--- src/rtl/uart_baud_gen.sv ---
// UART bit-timing generator: 8-rate table, frame sequencing with mid/end-of-bit strobes.
// Define UART_BAUD_OS_TICK_EN to build the oversample tick used by RX majority sampling.
`timescale 1ns/1ps
module uart_baud_gen #(
  parameter int CLK_FREQ_HZ = 25_000_000,
  parameter int FRAME_BITS  = 10,
  parameter int OVERSAMPLE  = 16,
  parameter int CNT_W       = 16
) (
  input  logic       clk,
  input  logic       rst,
  input  logic       start,
  input  logic       abort,
  input  logic [2:0] baud_sel,
  output logic       busy,
  output logic       clk_bps,
  output logic       bit_end,
  output logic [3:0] bit_idx,
  output logic       frame_done,
  output logic       os_tick
);

  localparam logic [3:0] LAST_IDX = 4'(FRAME_BITS - 1);

  typedef enum logic {IDLE, RUN} state_t;

  state_t           state;
  logic [CNT_W-1:0] cnt;
  logic [CNT_W-1:0] div_q;
  logic [CNT_W-1:0] half_q;
  logic             accept;
  logic             bit_wrap;

  if (FRAME_BITS < 2 || FRAME_BITS > 15 || OVERSAMPLE < 1) begin : g_param_check
    $error("uart_baud_gen: FRAME_BITS must be 2..15 and OVERSAMPLE at least 1");
  end

  function automatic logic [CNT_W-1:0] div_of(input logic [2:0] sel);
    int rate;
    case (sel)
      3'd0:    rate = 1200;
      3'd1:    rate = 2400;
      3'd2:    rate = 4800;
      3'd3:    rate = 9600;
      3'd4:    rate = 19200;
      3'd5:    rate = 38400;
      3'd6:    rate = 57600;
      default: rate = 115200;
    endcase
    return CNT_W'(CLK_FREQ_HZ / rate);
  endfunction

  assign accept   = (state == IDLE) && start && !abort;
  assign bit_wrap = (cnt == div_q - 1'b1);

  // Strobes are computed from the current count and show up one cycle later.
  always_ff @(posedge clk) begin
    if (rst) begin
      state      <= IDLE;
      cnt        <= '0;
      div_q      <= '0;
      half_q     <= '0;
      busy       <= 1'b0;
      clk_bps    <= 1'b0;
      bit_end    <= 1'b0;
      bit_idx    <= 4'd0;
      frame_done <= 1'b0;
    end else begin
      case (state)
        IDLE: begin
          clk_bps    <= 1'b0;
          bit_end    <= 1'b0;
          frame_done <= 1'b0;
          if (accept) begin
            state   <= RUN;
            cnt     <= '0;
            bit_idx <= 4'd0;
            busy    <= 1'b1;
            div_q   <= div_of(baud_sel);
            half_q  <= div_of(baud_sel) >> 1;
          end
        end
        RUN: begin
          if (abort) begin
            state      <= IDLE;
            busy       <= 1'b0;
            cnt        <= '0;
            bit_idx    <= 4'd0;
            clk_bps    <= 1'b0;
            bit_end    <= 1'b0;
            frame_done <= 1'b0;
          end else begin
            clk_bps    <= (cnt == half_q);
            bit_end    <= bit_wrap;
            frame_done <= 1'b0;
            if (bit_wrap) begin
              cnt <= '0;
              // Last bit closes the frame on the same edge as its bit_end.
              if (bit_idx == LAST_IDX) begin
                frame_done <= 1'b1;
                busy       <= 1'b0;
                state      <= IDLE;
                bit_idx    <= 4'd0;
              end else begin
                bit_idx <= bit_idx + 4'd1;
              end
            end else begin
              cnt <= cnt + 1'b1;
            end
          end
        end
        default: state <= IDLE;
      endcase
    end
  end

`ifdef UART_BAUD_OS_TICK_EN
  logic [CNT_W-1:0] os_div;
  logic [CNT_W-1:0] os_cnt;
  logic             os_wrap;

  assign os_wrap = (os_cnt == os_div - 1'b1);

  // The oversample phase realigns to every bit boundary so ticks never drift across bits.
  always_ff @(posedge clk) begin
    if (rst) begin
      os_div  <= '0;
      os_cnt  <= '0;
      os_tick <= 1'b0;
    end else if (state == IDLE) begin
      os_tick <= 1'b0;
      os_cnt  <= '0;
      if (accept) begin
        os_div <= CNT_W'(div_of(baud_sel) / CNT_W'(OVERSAMPLE));
      end
    end else if (abort) begin
      os_tick <= 1'b0;
      os_cnt  <= '0;
    end else begin
      os_tick <= os_wrap && !(bit_wrap && bit_idx == LAST_IDX);
      os_cnt  <= (bit_wrap || os_wrap) ? '0 : os_cnt + 1'b1;
    end
  end
`else
  assign os_tick = 1'b0;
`endif

endmodule

--- config.mk ---
export PLATFORM = sky130hd
export DESIGN_NAME = uart_baud_gen
export DESIGN_NICKNAME = d
export VERILOG_FILES = /design/src/rtl/uart_baud_gen.sv
export SDC_FILE = /design/constraint.sdc
export NUM_CORES = 1
export LEC_CHECK = 0
export ABC_AREA = 1
export CELL_PAD_IN_SITES_DETAIL_PLACEMENT = 0
export CELL_PAD_IN_SITES_GLOBAL_PLACEMENT = 1
export CORE_AREA = 2 2 147 292
export CTS_CLUSTER_DIAMETER = 120
export CTS_CLUSTER_SIZE = 10
export DETAILED_ROUTE_END_ITERATION = 10
export DIE_AREA = 0 0 149 294
export HOLD_SLACK_MARGIN = 0.05
export PLACE_DENSITY_LB_ADDON = 0.25
export SYNTH_ARGS = -nofsm -noshare
export SYNTH_HDL_FRONTEND = slang
export SYNTH_SLANG_ARGS = --single-unit
--- constraint.sdc ---
create_clock -name clk -period 49.1 [get_ports clk]
set_input_delay 4.91 -clock clk [delete_from_list [all_inputs] [get_ports clk]]
set_output_delay 4.91 -clock clk [all_outputs]
set_load 0.01 [all_outputs]
==> results of run 1 <==
metrics by stage:
| stage | cells | setup WS (ps) | utilization | hold slack (ps) | instance area [sq um] |
|---|---|---|---|---|---|
| 3_3_place_gp | 3753 | 6050 | 0.470 | 475 | 19600 |
| 5_1_grt | 3762 | 1170 | 0.475 | 527 | 19800 |
| 3_5_place_dp | 3753 | 5070 | 0.470 | 491 | 19600 |
| 2_1_floorplan | 3242 | 10540 | - | 484 | 19300 |
| 4_1_cts | 3761 | 5310 | 0.474 | 500 | 19800 |
| 6_report | 3763 | 4850 | 0.475 | 497 | 19800 |
path summary, 6_finish.rpt:
check | start | end | slack [ps] | depth (start not counted)
min | busy | busy | 500 | 2
max reg2reg | div_q[1] | cnt[5] | 44390 | 17
min reg2reg | busy | busy | 500 | 2
max | baud_sel[2] | div_q[0] | 4850 | 237
layout by cell type (no fill, tap or decap), types with 16 or more instances in the layout:
master    Yosys  final
nand2_2     108    108
nor3_1       48     48
ha_1        187    186
o21ai_0     185    184
nand4_1      66     66
nand2_4      48     48
buf_4         4     33
o211ai_1     18     18
xnor2_1      47     47
a31oi_1      16     16
inv_1       413    413
a21oi_1     165    164
nand2_1     774    774
nand3_1     264    264
nand3_2      52     52
inv_2        27     27
or2_2        18     18
xor2_1      125    125
nor2_2       34     36
nor2_1      279    277
dfxtp_1      41     41
nor2_4       22     22
kinds of logic after synthesis:
family	after synthesis	synth area share
AND/OR/NAND/NOR	1778	0.463
buffers and inverters	539	0.134
AO/OA/AOI/OAI	512	0.156
adder cells (fa/ha/maj)	190	0.125
XOR/XNOR	173	0.0790
flip-flops	41	0.0426
other	2	0.000390
tightest hold or removal path, cell delays in order (launching register included):
cell and delay, ps:
dfxtp_1 310, o21ai_0 70, a21oi_1 60
synth_stat cells, types with 15 or more instances:
cell,instances,area share
dfxtp_1,41,0.043
nand4_1,66,0.021
nor2_4,22,0.013
inv_1,413,0.080
ha_1,187,0.12
a21oi_1,165,0.043
xnor2_1,47,0.021
a31oi_1,16,0.0052
clkbuf_8,29,0.021
nor3_1,48,0.012
or2_2,18,0.0058
buf_6,20,0.012
o211ai_1,18,0.0070
xor2_1,125,0.057
nor2_2,34,0.011
nand2_1,774,0.15
o21ai_1,15,0.0039
nand2_4,48,0.028
nor2_1,279,0.054
nand3_2,52,0.027
inv_2,27,0.0053
nand3_1,264,0.069
nand2_2,108,0.035
o21ai_0,185,0.048
layout make-up:
type	instances	area (sq um)
fillers	4634	21900
multi-input cells	2662	15900
inverters	463	1780
flip-flops and latches	41	821
well taps	540	676
repair buffers	48	393
clock buffers	6	129
clock inverters	2	38.8
diodes	1	2.50
metal layers:
| layer | global-route usage | share of wire | up-vias |
|---|---|---|---|
| li1 | - | - | 10618 |
| met1 | 0.346 | 0.32 | 10187 |
| met2 | 0.723 | 0.51 | 944 |
| met3 | 0.0536 | 0.055 | 462 |
| met4 | 0.337 | 0.11 | 2 |
| met5 | 0.00233 | 0.00020 | - |
flip-flops by register name, indices dropped and copies added, names as in the netlist:
name	flops
state	1
clk_bps	1
cnt	16
bit_end	1
frame_done	1
busy	1
div_q	16
bit_idx	4
==> qor.csv, run 1 <==
metric,value,unit
status,finished clean,
drt pass-1 iters,6,
pins over their slew limit,0,
ys flop type,dfxtp_1,
"Warnings, synthesis",0,
Mapped Cells,3235,
relative slew slack,0.232,
first-pass GRT wire length,127,mm
Final Skew,8.84,ps
gr ovfl total,0,
num ports,16,
number of synthesized flops with an enable pin,0,
drt drc,0,
largest net degree at the start of global routing,44,
CTS tree,built,
post-route ant nets,0,
hold buffers post-CTS,0,
Die Height,294,microns
PortBufs,14,
vias per inst,5.90,
post-route minimum period,44250,ps
mean post-synth cell area,5.96,sq um
CP max stage cell,clkdlybuf4s50_1,
CP Data Arrival Time,44440,ps
DIE AREA,43800,sq um
clock-pin slew on the worst setup and hold paths,60,ps
Post-CTS Resized,0,
Die Span X,149,microns
WS Path Type,primary input to flop,
"Clk Latency, worst-skew pair",300,ps
vias in the first global route,22330,
RSZ-0062 raised after global routing,false,
post-DP HPWL,68.3,mm
setup_tns,0,ps
CTS Buf Count,5,
"slowest stage delay, CP",900,ps
Clock Path Buffers,2,
CP top delay family,simple AND/OR/NAND/NOR gates,
Worst Path Max Fanout,27,
Total Nets Final,3418,
Total Routing Usage GR,0.382,
Rows,106,
final wirelength,85.4,mm
ratio of cells with drive above 1 in the final layout,0.132,
wire per inst,22.7,microns
Area Growth Syn to Fin,2.54,%
postcts setup bufs,0,
FMAX,0.0226,GHz
register area share after synthesis,0.0426,
Mapped Area,19300,sq um
Starting DRT DRC Count,1309,
CP required,49300,ps
Worst setup EP type,flop,
Starting Density,0.463,
Hold Path Class,flop to flop,
Placer Congestion,1.02,
Max Cap Violations,0,
cell mode on critical path,nand2_1,
final hold vios,0,
core area,41600,sq um
"FF+latch count, synth",41,
Buf/Inv on CP,35,
worst slew pin tran,1150,ps
initial antenna violation count,2,
Max H-tree Level,2,
clk sinks,41,
Async SR Flop Fraction,0,
DR vias,22213,
Synth cell types,84,
CTS root buf,clkbuf_16,
startpoint types,primary input,
Final Cycle Share,0.901,
setup violators final,0,
Power of run 1 is left out: the tool's default activity adds up to more than one toggle a clock period on the data nets, which glitch-free logic cannot reach.
==> run 2, diff against run 1 <==
- ABC_CLOCK_PERIOD_IN_PS: unset -> 49100
- CELL_PAD_IN_SITES_GLOBAL_PLACEMENT: 1 -> 2
- CORE_AREA: 2 2 147 292 -> 2 2 167 333
- DIE_AREA: 0 0 149 294 -> 0 0 169 335
==> run 2 against run 1 <==
Compared with the run above: count of clock-buffer cells in the layout shrank 1; non-clock buffer count shrank 2; critical path depth down 6; critical path type unchanged; critical endpoint unchanged; largest cell class unchanged.
==> qor.csv, run 2 (same netlist as run 1, synthesis figures left out) <==
metric,value,unit,change
ratio of cells with drive above 1 in the final layout,0.132,,about the same
setup_tns,0,ps,unchanged
largest net degree at the start of global routing,34,,-23%
Post-CTS Resized,0,,unchanged
first-pass GRT wire length,132,mm,+4.3%
final wirelength,89.4,mm,+4.6%
Buf/Inv on CP,31,,-11%
Clock Path Buffers,2,,unchanged
DR vias,21777,,-2.0%
status,finished clean,,
Max Cap Violations,0,,unchanged
PortBufs,14,,unchanged
CTS tree,built,,
clock-pin slew on the worst setup and hold paths,70,ps,about the same
FMAX,0.0224,GHz,-0.82%
drt pass-1 iters,7,,+1
post-route minimum period,44610,ps,+367 ps
CP top delay family,simple AND/OR/NAND/NOR gates,,
core area,54200,sq um,+30%
worst slew pin tran,1100,ps,-43.3 ps
gr ovfl total,0,,unchanged
clk sinks,41,,unchanged
Starting Density,0.356,,-0.107
WS Path Type,primary input to flop,,
Rows,121,,+14%
initial antenna violation count,2,,unchanged
vias in the first global route,21810,,-2.3%
Worst Path Max Fanout,27,,unchanged
RSZ-0062 raised after global routing,false,,
postcts setup bufs,0,,unchanged
"Clk Latency, worst-skew pair",300,ps,about the same
Max H-tree Level,2,,unchanged
Final Skew,7.52,ps,-1.31 ps
hold buffers post-CTS,0,,unchanged
"commonest non-fill, non-tap cells in the layout","nand2_1, inv_1, nor2_1",,
Total Nets Final,3416,,-0.059%
vias per inst,5.59,,-5.4%
Placer Congestion,0.951,,-6.7%
DIE AREA,56600,sq um,+29%
Hold Path Class,flop to flop,,
CP Data Arrival Time,44800,ps,+360 ps
startpoint types,primary input,,
setup violators final,0,,unchanged
post-route ant nets,0,,unchanged
biggest regs,"cnt: 16 flops, div_q: 16 flops, bit_idx: 4 flops",,
wire per inst,22.9,microns,+0.96%
Final Cycle Share,0.909,,+0.00747
relative slew slack,0.261,,+0.0290
Die Span X,169,microns,+13%
Area Growth Syn to Fin,3.30,%,
"slowest stage delay, CP",810,ps,-90 ps
num ports,16,,unchanged
drt drc,0,,unchanged
final hold vios,0,,unchanged
Worst setup EP type,flop,,
pins over their slew limit,0,,unchanged
"leading cell type in the layout, fill and taps excluded",nand2_1,,
Total Routing Usage GR,0.311,,-0.0711
CP required,49290,ps,about the same
CTS root buf,clkbuf_16,,
cell mode on critical path,nand2_1,,
CTS Buf Count,5,,unchanged
Die Height,335,microns,+14%
post-DP HPWL,72.4,mm,+6.1%
Starting DRT DRC Count,1218,,-7.0%
CP max stage cell,clkdlybuf4s50_1,,
## run 2: final timing paths
kind | from | to | slack, ps | cells past startpoint
max | baud_sel[0] | div_q[0] | 4490 | 231
max reg2reg | state | cnt[14] | 44690 | 14
min | busy | busy | 480 | 2
min reg2reg | busy | busy | 480 | 2
## run 2: stage by stage
stage	cell area, sq um	hold slack (ps)	worst slack (ps)	cells	utilization
after floorplan	19300	484	10540	3242	-
after global placement	19800	470	5310	3888	0.365
after detailed placement	19800	481	4660	3888	0.365
after CTS	19900	491	4830	3896	0.367
after global routing	19900	514	576	3896	0.367
final	19900	480	4490	3898	0.367
## run 2: routing by layer
layer  routed length (microns)  part of all wire  vias to the layer above  GRT usage
met5                        15           0.00017                        -          0
met4                      8110             0.091                        2      0.234
met3                      3370             0.038                      320     0.0302
met2                     47700              0.53                      632      0.613
met1                     30100              0.34                    10222      0.290
li1                          -                 -                    10601          -
## run 2: final cells by class
class	count	area, sq um
Antenna cell	2	5.00
Inverter	463	1780
Clock inverter	3	22.5
Fill cell	6204	34300
Multi-Input combinational cell	2662	15900
Clock buffer	5	125
Tap cell	676	846
Sequential cell	41	821
Timing Repair Buffer	46	380
## run 2: worst register-to-register path, cell delays in order, from the launching register on
cell and delay, ps:
dfxtp_1 310, inv_1 80, nand3_2 520, inv_1 950
nor2_1 320, nor2_1 240, nand3_1 330, nor2_1 310
nand3_1 180, nor2_1 280, nand3_1 250, nor2_1 200
nand2_1 80, xor2_1 140, nor2_1 60
Power of run 2 is left out for the same reason.
